==> src/rtl/nibble_serial_adder_pkg.sv <==
// Shared encodings for the nibble-serial add/subtract engine and its slice.
package nibble_serial_adder_pkg;

    localparam int SLICE_W = 4;

    typedef enum logic [1:0] {
        IDLE = 2'b00,
        RUN  = 2'b01,
        DONE = 2'b10
    } state_t;

endpackage

==> src/rtl/nibble_adder_slice.sv <==
// 4-bit ripple-carry adder; the carry into bit 3 is exposed for overflow detection.
module nibble_adder_slice
    import nibble_serial_adder_pkg::*;
(
    input  logic [SLICE_W-1:0] a,
    input  logic [SLICE_W-1:0] b,
    input  logic               cin,
    output logic [SLICE_W-1:0] s,
    output logic               cout,
    output logic               c3
);

    logic [SLICE_W:0] c;

    always_comb begin
        c    = '0;
        s    = '0;
        c[0] = cin;
        for (int i = 0; i < SLICE_W; i++) begin
            s[i]   = a[i] ^ b[i] ^ c[i];
            c[i+1] = (a[i] & b[i]) | ((a[i] ^ b[i]) & c[i]);
        end
    end

    assign cout = c[SLICE_W];
    assign c3   = c[SLICE_W-1];

endmodule

==> src/rtl/nibble_serial_adder.sv <==
// WIDTH-bit add/subtract done one nibble per cycle, LSB first; result valid NIB+1 edges after accept.
// Operands taken only in IDLE; the result holds in DONE until out_ready, no same-cycle re-accept.
module nibble_serial_adder
    import nibble_serial_adder_pkg::*;
#(
    parameter int WIDTH = 16,
    parameter int NIB   = WIDTH / 4
) (
    input  logic             clk,
    input  logic             rst_n,
    input  logic             in_valid,
    output logic             in_ready,
    input  logic [WIDTH-1:0] a,
    input  logic [WIDTH-1:0] b,
    input  logic             cin,
    input  logic             sub,
    output logic             out_valid,
    input  logic             out_ready,
    output logic [WIDTH-1:0] sum,
    output logic             cout,
    output logic             ovfl
);

    localparam int CW = $clog2(NIB) + 1;

    state_t           state;
    logic [WIDTH-1:0] a_reg;
    logic [WIDTH-1:0] b_reg;
    logic [WIDTH-1:0] s_reg;
    logic             carry_reg;
    logic [CW-1:0]    nib_cnt;

    logic [SLICE_W-1:0] slice_s;
    logic               slice_cout;
    logic               slice_c3;
    logic [WIDTH-1:0]   s_next;

    nibble_adder_slice u_slice (
        .a    (a_reg[SLICE_W-1:0]),
        .b    (b_reg[SLICE_W-1:0]),
        .cin  (carry_reg),
        .s    (slice_s),
        .cout (slice_cout),
        .c3   (slice_c3)
    );

    // New nibble enters at the top so the LSB nibble ends up at the bottom after NIB passes.
    assign s_next = (s_reg >> SLICE_W) | (WIDTH'(slice_s) << (WIDTH - SLICE_W));
    assign sum    = s_reg;

    always_ff @(posedge clk or negedge rst_n) begin
        if (!rst_n) begin
            state     <= IDLE;
            a_reg     <= '0;
            b_reg     <= '0;
            s_reg     <= '0;
            carry_reg <= 1'b0;
            nib_cnt   <= '0;
            in_ready  <= 1'b1;
            out_valid <= 1'b0;
            cout      <= 1'b0;
            ovfl      <= 1'b0;
        end else begin
            case (state)
                IDLE: begin
                    if (in_valid) begin
                        a_reg     <= a;
                        b_reg     <= sub ? ~b : b;
                        carry_reg <= sub ? 1'b1 : cin;
                        nib_cnt   <= '0;
                        in_ready  <= 1'b0;
                        state     <= RUN;
                    end
                end
                RUN: begin
                    a_reg     <= a_reg >> SLICE_W;
                    b_reg     <= b_reg >> SLICE_W;
                    s_reg     <= s_next;
                    carry_reg <= slice_cout;
                    if (nib_cnt == CW'(NIB - 1)) begin
                        cout  <= slice_cout;
                        ovfl  <= slice_c3 ^ slice_cout;
                        state <= DONE;
                    end else begin
                        nib_cnt <= nib_cnt + CW'(1);
                    end
                end
                DONE: begin
                    // out_valid rises one cycle into DONE; only a presented result can be taken.
                    if (!out_valid) begin
                        out_valid <= 1'b1;
                    end else if (out_ready) begin
                        out_valid <= 1'b0;
                        in_ready  <= 1'b1;
                        state     <= IDLE;
                    end
                end
                default: begin
                    state     <= IDLE;
                    in_ready  <= 1'b1;
                    out_valid <= 1'b0;
                end
            endcase
        end
    end

endmodule
==> config.mk <==
export PLATFORM = sky130hd
export DESIGN_NAME = nibble_serial_adder
export DESIGN_NICKNAME = d
export VERILOG_FILES = /design/src/rtl/nibble_serial_adder_pkg.sv /design/src/rtl/nibble_adder_slice.sv /design/src/rtl/nibble_serial_adder.sv
export SDC_FILE = /design/constraint.sdc
export NUM_CORES = 1
export LEC_CHECK = 0
export BUFFER_PORTS_ARGS = -buffer_cell sky130_fd_sc_hd__buf_4
export CAP_MARGIN = 30
export CORE_ASPECT_RATIO = 1.2
export CORE_MARGIN = 2
export CORE_UTILIZATION = 40
export DETAILED_ROUTE_END_ITERATION = 16
export REMOVE_ABC_BUFFERS = 1
export SYNTH_ARGS = -nofsm -noshare
export SYNTH_HDL_FRONTEND = slang
export SYNTH_SLANG_ARGS = --single-unit
export TNS_END_PERCENT = 1
==> constraint.sdc <==
create_clock -name clk -period 2.72 [get_ports clk]
set_input_delay 0.272 -clock clk [delete_from_list [all_inputs] [get_ports clk]]
set_output_delay 0.272 -clock clk [all_outputs]
set_load 0.005 [all_outputs]
# Word-level counts from Yosys, hierarchy flattened
# Cells that the tools add are included.
# op_classes
n_addsub	1
eq_ne	8
n_mux	23
bitwise_logic	24
reduce_logical	8
# ops
operator	count
$pmux W16 S2	2
$mux W16	3
$not A16 Y16	1
$or A12 B16 Y16	1
$ne A2 B2 Y1 const B	5
$xor A1 B1 Y1	9
$and A1 B1 Y1	8
$mux W2	4
$reduce_and A4 Y1	2
$mux W1	7
$mux W3	2
$pmux W2 S3	1
$pmux W3 S2	1
$or A1 B1 Y1	4
$pmux W1 S2	2
$reduce_and A2 Y1	2
$add A3 B1 Y3 const B	1
$eq A3 B2 Y1 const B	1
$pmux W1 S3	1
$reduce_and A3 Y1	1
$eq A2 B1 Y1 const B	1
$eq A2 B2 Y1 const B	1
$logic_not A2 Y1	1
$reduce_bool A2 Y1	1
other kinds (2)	2
# word_totals
reg_bits	58
in_bits	38
elab_cells	74

# Logic depth before layout (Yosys ltp)
# depth
word_depth	10
ltp_mapped	9

# Cells and area by module
# A second synthesis with hierarchy kept.
# unflattened
cells_unflattened	254
area_unflattened_um2	2822.7
# by_module_without_submodules
mod	instances	cells_per_inst	area_each_um2	seq_area_each_um2
nibble_serial_adder	1	240	2705.1	1452.6
nibble_adder_slice	1	14	117.6	0.0

# Worst setup path after synthesis
# No wires, ideal clock.
# synth_timing
kind	reg2reg
from	register a_reg[0]
to	register s_reg[15], in the netlist sum[15]
setup_ns	0.076
arrival_time_ns	2.001
t_required_ns	2.644
setup_slack_ns	0.643
stages_incl_launch_ff	9
cell_sequence	dfrtp_1 inv_1 fa_1 inv_1 fa_1 fa_1 inv_1 fa_1 o21ai_1
# synth_via
elab_chain_cells	9
elab_cells_between_ends	10
cone_classes	bitwise (10)
# synth_lines
element	line	source
start, declared	nibble_serial_adder.sv:27	logic [WIDTH-1:0] a_reg;
start signal, assigned	nibble_serial_adder.sv:76	a_reg <= a_reg >> SLICE_W;
$xor A1 B1 Y1	nibble_adder_slice.sv:21	c[i+1] = (a[i] & b[i]) | ((a[i] ^ b[i]) & c[i]);
$and A1 B1 Y1	nibble_adder_slice.sv:21	
$or A1 B1 Y1 (*)	nibble_adder_slice.sv:21	
$and A1 B1 Y1 (*)	nibble_adder_slice.sv:21	
$or A1 B1 Y1 (*)	nibble_adder_slice.sv:21	
$and A1 B1 Y1 (*)	nibble_adder_slice.sv:21	
$or A1 B1 Y1 (*)	nibble_adder_slice.sv:21	
$xor A1 B1 Y1 (*)	nibble_adder_slice.sv:20	s[i] = a[i] ^ b[i] ^ c[i];
$or A12 B16 Y16 (*)	nibble_serial_adder.sv:48	assign s_next = (s_reg >> SLICE_W) | (WIDTH'(slice_s) << (WIDTH - SLICE_W));
end signal, assigned	nibble_serial_adder.sv:78	s_reg <= s_next;
end, declared	nibble_serial_adder.sv:29	logic [WIDTH-1:0] s_reg;
# Mark *: on every way between the ends. The rest lies on a longest branch, timed or not.
# A chain may end at the register's enable or synchronous reset.

# Worst setup path in the final report
# layout_timing
from	register b_reg[0]
to	register s_reg[15], in the netlist sum[15]
# layout_via
elab_chain_cells	9
elab_cells_between_ends	10
cone_classes	bitwise (10)
# layout_lines
element	line	source
start, declared	nibble_serial_adder.sv:28	logic [WIDTH-1:0] b_reg;
start signal, assigned	nibble_serial_adder.sv:68	b_reg <= sub ? ~b : b;
start signal, assigned	nibble_serial_adder.sv:77	b_reg <= b_reg >> SLICE_W;
$xor A1 B1 Y1	nibble_adder_slice.sv:21	
$and A1 B1 Y1	nibble_adder_slice.sv:21	
$or A1 B1 Y1 (*)	nibble_adder_slice.sv:21	
$and A1 B1 Y1 (*)	nibble_adder_slice.sv:21	
$or A1 B1 Y1 (*)	nibble_adder_slice.sv:21	
$and A1 B1 Y1 (*)	nibble_adder_slice.sv:21	
$or A1 B1 Y1 (*)	nibble_adder_slice.sv:21	
$xor A1 B1 Y1 (*)	nibble_adder_slice.sv:20	
$or A12 B16 Y16 (*)	nibble_serial_adder.sv:48	
# Marked as above.

==> results.sh <==
export IMPL_preCtsSetupSlack_ps=514
export IMPL_io_pins=58
export IMPL_r2r_start="b_reg[0]"
export IMPL_rsz0062_at_grt="false"
export IMPL_finClkSkew_ps=9.68
export IMPL_first_pass_iters=4
export IMPL_gp_congestion=0.783
export IMPL_port_buffers=57
export IMPL_tightestPinTransition_ps=760
export IMPL_cts_sinks=58
export IMPL_dieArea_sq_um=7890
export IMPL_required_ps=2980
export IMPL_antenna_cells=0
export IMPL_p_leak_nw=1.67
export IMPL_synth_seq_cells=58
export IMPL_clock_latency_ps=330
export IMPL_clkTransAtPathRegs_ps=60
export IMPL_nFillCells=670
export IMPL_ys_warnings_count=0
export IMPL_place_area_sq_um=3260
export IMPL_holdBufCountCts=0
export IMPL_clock_power_share_pct=18.2
export IMPL_dieHeight_um=96.9
export IMPL_p_switching_w=0.00146
export IMPL_dieWidth_um=81.4
export IMPL_fin_area_sq_um=3430
export IMPL_outcome="finished clean"
export IMPL_grt_use_total_pct=17.0
export IMPL_drt_iter0_drc=141
export IMPL_wl_mm=5.96
export IMPL_grt_max_degree=59
export IMPL_vias=2147
export IMPL_yosysMostFrequentCell="nand2_1"
export IMPL_yosysTopAreaCell="dfrtp_1"
export IMPL_drive_above_1_share_pct=25.1
export IMPL_fmax_ghz=0.454
export IMPL_syn_avg_cell_area_sq_um=9.73
export IMPL_p_seq_share_pct=39.0
export IMPL_ys_types=36
export IMPL_nets=382
export IMPL_finalSetupViolations=0
export IMPL_clock_tree_htree_level_count=3
export IMPL_power_frac_comb_pct=42.8
export IMPL_finalCriticalPeriod_ps=2200
export IMPL_grt_pass1_wl_mm=10.4
export IMPL_std_cell_rows=33
export IMPL_sw_frac_of_total_pct=38.2
export IMPL_maxCapViolCount=0
export IMPL_core_sq_um=6900
export IMPL_async_reset_ff_share_pct=100
export IMPL_final_util_pct=49.7
export IMPL_ys_seq_area_share_pct=50.5
export IMPL_cts_setup_buffers=0
export IMPL_ant_nets=0
export IMPL_synth_area_leaders="dfrtp_1 (50%), nand2_1 (10%), a22oi_1 (6.5%)"
export IMPL_remaining_drc_errors=0
export IMPL_power_density_nw_per_um2=1110
export IMPL_hold_class="input port to asynchronous set/reset pin"
export IMPL_final_hold_viol_count=0
export IMPL_synth_area_sq_um=2880
export IMPL_start_kind="register"
export IMPL_path_max_fanout=3
export IMPL_routed_via_density=4.99
export IMPL_slew_violations=0
export IMPL_syn_to_final_growth_pct=19.1
export IMPL_synthFlopType="dfrtp_1"
export IMPL_antenna_found_initial=0
export IMPL_worstPathArrival_ps=2460
export IMPL_cts_root_buf="clkbuf_8"
export IMPL_cts_resized_gates=0
export IMPL_synth_edf_count=0
export IMPL_synthTopCellsByCount="nand2_1 (79), dfrtp_1 (57), a22oi_1 (25)"
export IMPL_cp_startpoint="b_reg[0]"
export IMPL_crit_type="register to register"
export IMPL_first_global_vias=2225
export IMPL_fin_hold_ws_ps=7.69
export IMPL_start_util_pct=41.8
export IMPL_maxSlewHeadroom_pct=49.1
export IMPL_dp_final_hpwl_mm=4.14
export IMPL_clockBufferDepth=2
export IMPL_synth_top_area_share_pct=49.5
export IMPL_cts_tree="built"
export IMPL_cts_buffers=9
export IMPL_grt_overflow=0
export IMPL_postSynthCellCount=296
export IMPL_setup_worst_path_end_class="register"
export IMPL_finalWorstSetupSlack_ps=515
export IMPL_p_int_w=0.00236
export IMPL_period_share_pct=81.1
export IMPL_ir_drop_mv=0.459
export IMPL_wl_per_cell_um=13.9
export IMPL_tns_ps=0
critical path, stage by stage, from the launching register on:
cell	delay, ps
dfrtp_1	400
inv_1	80
fa_1	160
inv_1	50
fa_1	390
fa_1	420
inv_1	90
fa_1	420
o21ai_1	130
stage by stage:
| stage | total power (W) | std cells |
|---|---|---|
| 3_5_place_dp | 0.00318 | 414 |
| 3_3_place_gp | 0.00312 | 414 |
| 6_report | 0.00382 | 430 |
| 2_1_floorplan | 0.00247 | 262 |
| 4_1_cts | 0.00388 | 430 |
| 5_1_grt | 0.00420 | 430 |
layout by cell type (no fill, tap or decap), types with 4 or more instances in the layout:
| master | instances |
|---|---|
| a21oi_1 | 6 |
| a22oi_1 | 25 |
| buf_4 | 65 |
| clkbuf_1 | 5 |
| clkbuf_8 | 11 |
| dfrtp_1 | 57 |
| fa_1 | 4 |
| inv_1 | 11 |
| nand2_1 | 79 |
| nand3_1 | 6 |
| nor2_1 | 5 |
| nor2b_1 | 5 |
| o21ai_0 | 15 |
| o21ai_2 | 4 |
| o221ai_1 | 5 |
| xnor2_1 | 10 |
| xor2_1 | 7 |
per-layer routing:
layer / up-vias / GRT usage (%) / share of wire (%)
met4: 0 / 5.87 / 1.8
met3: 10 / 5.32 / 5.0
li1: 1069 / - / -
met2: 56 / 26.5 / 49
met1: 1012 / 22.0 / 45
met5: - / 0 / 0
power by group through the flow:
stage               logic [W]  registers (W)  clock network (W)
floorplan            0.000938        0.00154                  0
global placement      0.00162        0.00150                  0
detailed placement    0.00166        0.00151                  0
CTS                   0.00167        0.00150           0.000720
global route          0.00190        0.00154           0.000762
finish                0.00163        0.00149           0.000695
kinds of logic (layout without fill, tap and decap cells):
| kind of cell | Yosys count | in the layout | synth area share, % |
|---|---|---|---|
| adders and majority gates | 6 | 6 | 3.65 |
| AOI/OAI and AO/OA | 66 | 66 | 16.0 |
| DFF | 58 | 58 | 50.5 |
| and+or+nand+nor | 103 | 103 | 15.3 |
| muxes | 1 | 1 | 0.391 |
| xor gates and xnor gates | 17 | 17 | 5.17 |
| buffers and inverters | 45 | 92 | 9.04 |
final cells by class:
cell class	instances	area, sq um	area share, %
flip-flops and latches	58	1450	42.4
multi-input cells	193	1170	34.1
repair buffers	65	488	14.2
clock buffers	16	170	4.96
well taps	87	109	3.17
inverters	11	41.3	1.20
worst paths after layout:
check                           slack, ps        end  depth (start not counted)
worst max-delay path                  520    sum[15]                          8
worst min-delay path                    8   state[0]                          1
worst max register to register        520    sum[15]                          8
worst min register to register        470     sum[0]                          2
max in group asynchronous            2240   a_reg[0]                          1
min in group clk                      120  a_reg[13]                          3
Power figures use the tool's default switching activity.
